<file path="config.mk">
export PLATFORM = sky130hd
export DESIGN_NAME = sdram_port_arbiter
export DESIGN_NICKNAME = d
export VERILOG_FILES = /design/src/rtl/mmu_pkg.sv /design/src/rtl/rr_arbiter.sv /design/src/rtl/sdram_port_arbiter.sv
export SDC_FILE = /design/constraint.sdc
export NUM_CORES = 1
export LEC_CHECK = 0
export CORE_ASPECT_RATIO = 0.5
export CORE_UTILIZATION = 30
export CTS_CLUSTER_SIZE = 25
export DETAILED_ROUTE_END_ITERATION = 10
export PLACE_DENSITY = 0.68
export SETUP_SLACK_MARGIN = 0.02
export SYNTH_ARGS = -nofsm -noshare
export SYNTH_HDL_FRONTEND = slang
export SYNTH_SLANG_ARGS = --single-unit
</file>
<file path="constraint.sdc">
create_clock -name clk -period 6.8 [get_ports clk]
set_input_delay 0.68 -clock clk [delete_from_list [all_inputs] [get_ports clk]]
set_output_delay 0.68 -clock clk [all_outputs]
set_load 0.02 [all_outputs]
</file>
<file path="src/rtl/mmu_pkg.sv">
// Shared widths and state encoding for the SDRAM port arbiter.
package mmu_pkg;
    localparam int SDRAM_AW = 23;
    localparam int SDRAM_DW = 16;
    localparam int WORD_W   = 32;
    localparam int WADDR_W  = 22;

    typedef enum logic [2:0] {
        ST_IDLE,
        ST_ISSUE_LO,
        ST_WAIT_LO,
        ST_ISSUE_HI,
        ST_WAIT_HI,
        ST_RESP
    } arb_state_t;

    function automatic logic [SDRAM_AW-1:0] half_addr(input logic [WADDR_W-1:0] waddr,
                                                      input logic half);
        return {waddr, half};
    endfunction
endpackage

</file>
<file path="src/rtl/rr_arbiter.sv">
// Combinational round-robin picker: first set request searching upward from ptr+1.
module rr_arbiter #(
    parameter int NUM_REQ = 4,
    parameter int IDX_W   = 2
) (
    input  logic [NUM_REQ-1:0] req,
    input  logic [IDX_W-1:0]   ptr,
    output logic [NUM_REQ-1:0] grant,
    output logic [IDX_W-1:0]   idx,
    output logic               any_req
);
    always_comb begin
        grant   = '0;
        idx     = '0;
        any_req = 1'b0;
        for (int i = 1; i <= NUM_REQ; i++) begin
            if (!any_req && req[(int'(ptr) + i) % NUM_REQ]) begin
                any_req = 1'b1;
                grant[(int'(ptr) + i) % NUM_REQ] = 1'b1;
                idx = IDX_W'((int'(ptr) + i) % NUM_REQ);
            end
        end
    end
endmodule

</file>
<file path="src/rtl/sdram_port_arbiter.sv">
// Shares one 16-bit SDRAM controller port among NUM_REQ 32-bit word requesters.
// states: IDLE arbitrate | ISSUE_x strobe half | WAIT_x await done/timeout | RESP report
module sdram_port_arbiter
    import mmu_pkg::*;
#(
    parameter int NUM_REQ = 4,
    parameter int TIMEOUT = 1024
) (
    input  logic                      clk,
    input  logic                      rst,
    input  logic                      SDRAM_pll_locked,
    input  logic                      SDRAM_ready,
    output logic                      SDRAM_as,
    output logic                      SDRAM_rw,
    output logic [SDRAM_AW-1:0]       SDRAM_addr,
    output logic [SDRAM_DW-1:0]       SDRAM_data_write,
    input  logic [SDRAM_DW-1:0]       SDRAM_data_read,
    input  logic                      SDRAM_done,
    input  logic [NUM_REQ-1:0]        req_valid,
    input  logic [NUM_REQ-1:0]        req_rw,
    input  logic [NUM_REQ*WADDR_W-1:0] req_addr,
    input  logic [NUM_REQ*WORD_W-1:0] req_wdata,
    output logic [NUM_REQ-1:0]        req_ready,
    output logic [NUM_REQ-1:0]        rsp_done,
    output logic                      rsp_err,
    output logic [WORD_W-1:0]         rsp_rdata
);
    localparam int IDX_W = (NUM_REQ > 1) ? $clog2(NUM_REQ) : 1;
    localparam int TO_W  = $clog2(TIMEOUT + 1);

    arb_state_t           state;
    logic [IDX_W-1:0]     rr_ptr;
    logic [NUM_REQ-1:0]   cur_oh;
    logic                 cur_rw;
    logic [WADDR_W-1:0]   cur_addr;
    logic [WORD_W-1:0]    cur_wdata;
    logic [SDRAM_DW-1:0]  rd_lo;
    logic [TO_W-1:0]      to_cnt;

    logic [NUM_REQ-1:0]   arb_grant;
    logic [IDX_W-1:0]     arb_idx;
    logic                 arb_any;
    logic                 waiting;
    logic                 active;
    logic                 issue_hi;
    logic                 abort;

    rr_arbiter #(
        .NUM_REQ (NUM_REQ),
        .IDX_W   (IDX_W)
    ) u_rr_arbiter (
        .req     (req_valid),
        .ptr     (rr_ptr),
        .grant   (arb_grant),
        .idx     (arb_idx),
        .any_req (arb_any)
    );

    assign waiting  = (state == ST_WAIT_LO) || (state == ST_WAIT_HI);
    assign issue_hi = (state == ST_ISSUE_HI);
    assign active   = waiting || (state == ST_ISSUE_LO) || issue_hi;
    // Losing the PLL or running the timer out drops the remaining halves.
    assign abort    = active && (!SDRAM_pll_locked || (waiting && !SDRAM_done && to_cnt == '0));

    always_ff @(posedge clk or posedge rst) begin
        if (rst) begin
            state            <= ST_IDLE;
            rr_ptr           <= IDX_W'(NUM_REQ - 1);
            cur_oh           <= '0;
            cur_rw           <= 1'b0;
            cur_addr         <= '0;
            cur_wdata        <= '0;
            rd_lo            <= '0;
            to_cnt           <= '0;
            SDRAM_as         <= 1'b0;
            SDRAM_rw         <= 1'b0;
            SDRAM_addr       <= '0;
            SDRAM_data_write <= '0;
            req_ready        <= '0;
            rsp_done         <= '0;
            rsp_err          <= 1'b0;
            rsp_rdata        <= '0;
        end else begin
            req_ready <= '0;
            SDRAM_as  <= 1'b0;
            rsp_done  <= '0;
            rsp_err   <= 1'b0;
            if (abort) begin
                rsp_done <= cur_oh;
                rsp_err  <= 1'b1;
                state    <= ST_RESP;
            end else begin
                case (state)
                    ST_IDLE: begin
                        if (SDRAM_pll_locked && SDRAM_ready && arb_any) begin
                            req_ready <= arb_grant;
                            cur_oh    <= arb_grant;
                            cur_rw    <= req_rw[arb_idx];
                            cur_addr  <= req_addr[arb_idx*WADDR_W +: WADDR_W];
                            cur_wdata <= req_wdata[arb_idx*WORD_W +: WORD_W];
                            rr_ptr    <= arb_idx;
                            state     <= ST_ISSUE_LO;
                        end
                    end
                    ST_ISSUE_LO, ST_ISSUE_HI: begin
                        if (SDRAM_ready) begin
                            SDRAM_as         <= 1'b1;
                            SDRAM_rw         <= cur_rw;
                            SDRAM_addr       <= half_addr(cur_addr, issue_hi);
                            SDRAM_data_write <= issue_hi ? cur_wdata[WORD_W-1:SDRAM_DW]
                                                         : cur_wdata[SDRAM_DW-1:0];
                            to_cnt           <= TO_W'(TIMEOUT - 1);
                            state            <= issue_hi ? ST_WAIT_HI : ST_WAIT_LO;
                        end
                    end
                    ST_WAIT_LO: begin
                        if (SDRAM_done) begin
                            if (cur_rw)
                                rd_lo <= SDRAM_data_read;
                            state <= ST_ISSUE_HI;
                        end else begin
                            to_cnt <= to_cnt - 1'b1;
                        end
                    end
                    ST_WAIT_HI: begin
                        if (SDRAM_done) begin
                            rsp_done <= cur_oh;
                            if (cur_rw)
                                rsp_rdata <= {SDRAM_data_read, rd_lo};
                            state <= ST_RESP;
                        end else begin
                            to_cnt <= to_cnt - 1'b1;
                        end
                    end
                    ST_RESP: state <= ST_IDLE;
                    default: state <= ST_IDLE;
                endcase
            end
        end
    end
endmodule

</file>
==> flow_summary_export.csv <==
group,metric,value,unit
worst_setup_path,reg2regPathDepth,9,
worst_setup_path,crit_chain,"inv_1 > ha_1 > inv_1 > o311ai_1 > a31o_2 > buf_4 > nand2_4 > mux2_2 > a221o_1",
floorplanning,die_area,30570,um2
hold_path,hold_depth,1,
sta,maxSlewHeadroom,24.29,%
routing,drc,0,
routing,wl_per_cell,19.44,um
synth,mappedNetlistArea,8950,um2
placed_design,gp_congestion,0.9162,
run,maxCapViolations,0,
floorplanning,die_h,124.1,um
power,p_sw_share,39.60,%
routing,dr.pass1.iters,5,
worst_setup_path,path_class,"reg -> reg",
power,p_seq_share,33.8,%
cts,cts.sinks,173,
power,p_leak,5.669,nW
global_routing,grt-ovfl-total,0,
power,internal_power,2.995,mW
final_layout,final_util,44.92,%
final_layout,fillers,2713,
placed_design,dpl-instance-area,12510,um2
synth,ys_ff_latch,173,
synth,synthCells,867,
final_layout,regArea,4332,um2
synth,synth_area_leaders,"dfrtp_1, mux2_2, a221o_1, nand2_1, o21ai_0",
final_layout,syn2layout_area_growth,46.46,%
floorplanning,fp.coreArea,29180,um2
worst_setup_path,crit_top_cell,"inv_1",
routing,vias,8018,
synth,yosysMostFrequentCell,"dfrtp_1",
synth,yosys.area.top_type_share,47.81,%
global_routing,grt_util_all_layers,19.69,%
cts,htree_levels,4,
sta,setup_viol,0,
global_routing,grt_pass1_wl,45340,um
synth,synth_flop_cell,"dfrtp_1",
hold_path,hp-class,"reg -> reg",
worst_setup_path,path_buf_inv,3,
final_layout,final_cell_count_no_fill,1557,
worst_setup_path,startpoint_type,"register",
cts,cts_resized,0,
sta,hold_viol_final,0,
worst_setup_path,critPathMaxStageDelay,0.79,ns
hold_path,worstHoldStart,"cur_oh[3]",
worst_setup_path,r2r-start,"rr_ptr[0]",
placed_design,dp_hpwl,21760,um
final_layout,fin_nets,1403,
global_routing,grt_pass1_vias,7953,
routing,dr.first_iter.drc_count,759,
final_layout,drive_gt1_share,13.70,%
synth,ys_warn_count,0,
sta,post-route-min-period,4.503,ns
status,outcome,"complete, no violations",
synth,syn_nets,1122,
synth,synth.largest_area_cell,"dfrtp_1",
worst_setup_path,worstSetupEndpointType,"register",
power,p_switching,1.964,mW
synth,syn_avg_cell_area,10.32,um2
worst_setup_path,required,7.11,ns
synth,ys_types,54,
floorplanning,initial_core_util,30.67,%
cts,cts.clk_slew.worst_paths,0.07,ns
placed_design,io_buffers,326,
routing,via_per_inst,5.150,
cts,cts_setup_buffers,0,
sta,period_share,66.22,%
routing,ant_nets,0,
global_routing,antenna_found_initial,3,
power,pwr-share-comb,46.7,%
power,p_clk_share,19.5,%
final_layout,post-route-cell-area,13110,um2
cts,cts_buffers,17,
sta,clock_skew,0.01147,ns
worst_setup_path,worst_path_max_delay_cell,"dfstp_2",
hold_path,min_to,"cur_oh[3]",
worst_setup_path,r2r_slack,2.30,ns
final_layout,multi_input_area,4303,um2
power,power_density,378.3,nW/um2
worst_setup_path,critical_path_arrival,4.81,ns
placed_design,dp.cells,1520,
cts,cts_max_path_buffers,2,
synth,synth-seq-area-share,48.40,%
synth,synthTopCellsByCount,"dfrtp_1, nand2_1, mux2_2, o21ai_0, a21oi_1",
floorplanning,rows,44,
worst_setup_path,reg2reg_to,"cur_addr[17]",
worst_setup_path,crit_family,"compound AO/OA/AOI/OAI gates",
cts,holdBufCountCts,0,
power,vdd.ir_drop.worst,0.0002319,V
sta,maxSlewViolCount,0,
floorplanning,die_x,246.3,um
floorplanning,io_pins,327,
cts,cts_tree,"done",
cts,clock_latency,0.43,ns
sta,tns,0,ns
routing,totalWireLength,30260,um
synth,async_flop_share,100.0,%
sta,rsz0062_at_grt,"no",
sta,fmax,0.2221,GHz
worst_setup_path,path_max_fanout,58,
synth,synth_edf_count,0,
cts,root_buffer,"clkbuf_16",
sta,worst_slew_pin_slew,1.124,ns
global_routing,grt_max_degree,106,
layout by cell type, fill, tap and decap left out, types with 11 or more instances in the layout:
| cell type | synthesis | routed |
|---|---|---|
| clkdlybuf4s50_1 | 0 | 326 |
| dfrtp_1 | 171 | 171 |
| nand2_1 | 123 | 123 |
| mux2_2 | 88 | 88 |
| o21ai_0 | 79 | 79 |
| a21oi_1 | 60 | 60 |
| nand3_1 | 59 | 58 |
| a221o_1 | 49 | 49 |
| mux2i_1 | 32 | 32 |
| clkbuf_16 | 0 | 17 |
| mux2_4 | 12 | 12 |
| nor2_1 | 13 | 11 |
metrics by stage:
| stage | power, mW | setup slack [ns] | hold WS, ns |
|---|---|---|---|
| 5_1_grt | 5.259 | 1.993 | 0.5005 |
| 4_1_cts | 4.984 | 2.317 | 0.4747 |
| 2_1_floorplan | 3.123 | 1.435 | 0.4386 |
| 3_3_place_gp | 3.925 | 2.441 | 0.4508 |
| 3_5_place_dp | 4.006 | 2.345 | 0.4519 |
| 6_report | 4.959 | 2.297 | 0.4704 |
how the worst max path moves through the flow:
stage	startpoint	endpoint	slack, ns	cells after the start
final	rr_ptr[0]	cur_addr[17]	2.30	9
after global routing	rr_ptr[0]	cur_addr[12]	1.99	9
after CTS	rr_ptr[0]	cur_wdata[17]	2.32	9
after detailed placement	rr_ptr[0]	cur_wdata[8]	2.34	9
after global placement	req_valid[1]	cur_wdata[9]	2.44	8
after floorplan	rst	SDRAM_addr[0]	1.43	1
registers in the layout, summed over array words and instances (netlist names):
signal	count
cur_oh	4
rr_ptr	2
cur_rw	1
cur_wdata	32
rsp_rdata	32
rsp_err	1
SDRAM_addr	23
rsp_done	4
cur_addr	22
rd_lo	16
state	3
req_ready	4
SDRAM_as	1
SDRAM_data_write	16
to_cnt	11
SDRAM_rw	1
per-layer routing:
metal / part of all wire (%) / global-route usage [%] / routed length, um / vias up
met5: 0 / 0 / 0 / -
met1: 41 / 23.39 / 12360 / 4035
li1: - / - / - / 3714
met2: 52 / 34.18 / 15630 / 200
met3: 3.8 / 4.353 / 1159 / 69
met4: 3.7 / 9.414 / 1106 / 0
power by group through the flow:
stage | clock, mW | sequential (mW) | combinational, mW
after floorplan | 0 | 1.78 | 1.34
after global placement | 0 | 1.68 | 2.25
after detailed placement | 0 | 1.69 | 2.32
after CTS | 0.987 | 1.67 | 2.32
after global routing | 1.03 | 1.73 | 2.50
final | 0.965 | 1.68 | 2.32
logic make-up after synthesis:
| logic type | synth area share (%) |
|---|---|
| AND/OR/NAND/NOR | 11.95 |
| XOR/XNOR | 0.9787 |
| buffers and inverters | 4.082 |
| AO/OA/AOI/OAI | 16.02 |
| adder cells (fa/ha/maj) | 1.398 |
| flip-flops | 48.40 |
| multiplexers | 17.17 |
layout make-up:
type                            count  share of cell area (%)
Timing Repair Buffer              336                   25.47
Sequential cell                   173                   33.05
Clock inverter                     13                   1.069
Multi-Input combinational cell    608                   32.83
Antenna cell                        5                 0.09546
Inverter                           12                  0.3818
Clock buffer                       19                   3.379
Tap cell                          391                   3.732
No activity file was read; power rests on OpenSTA's default activity.
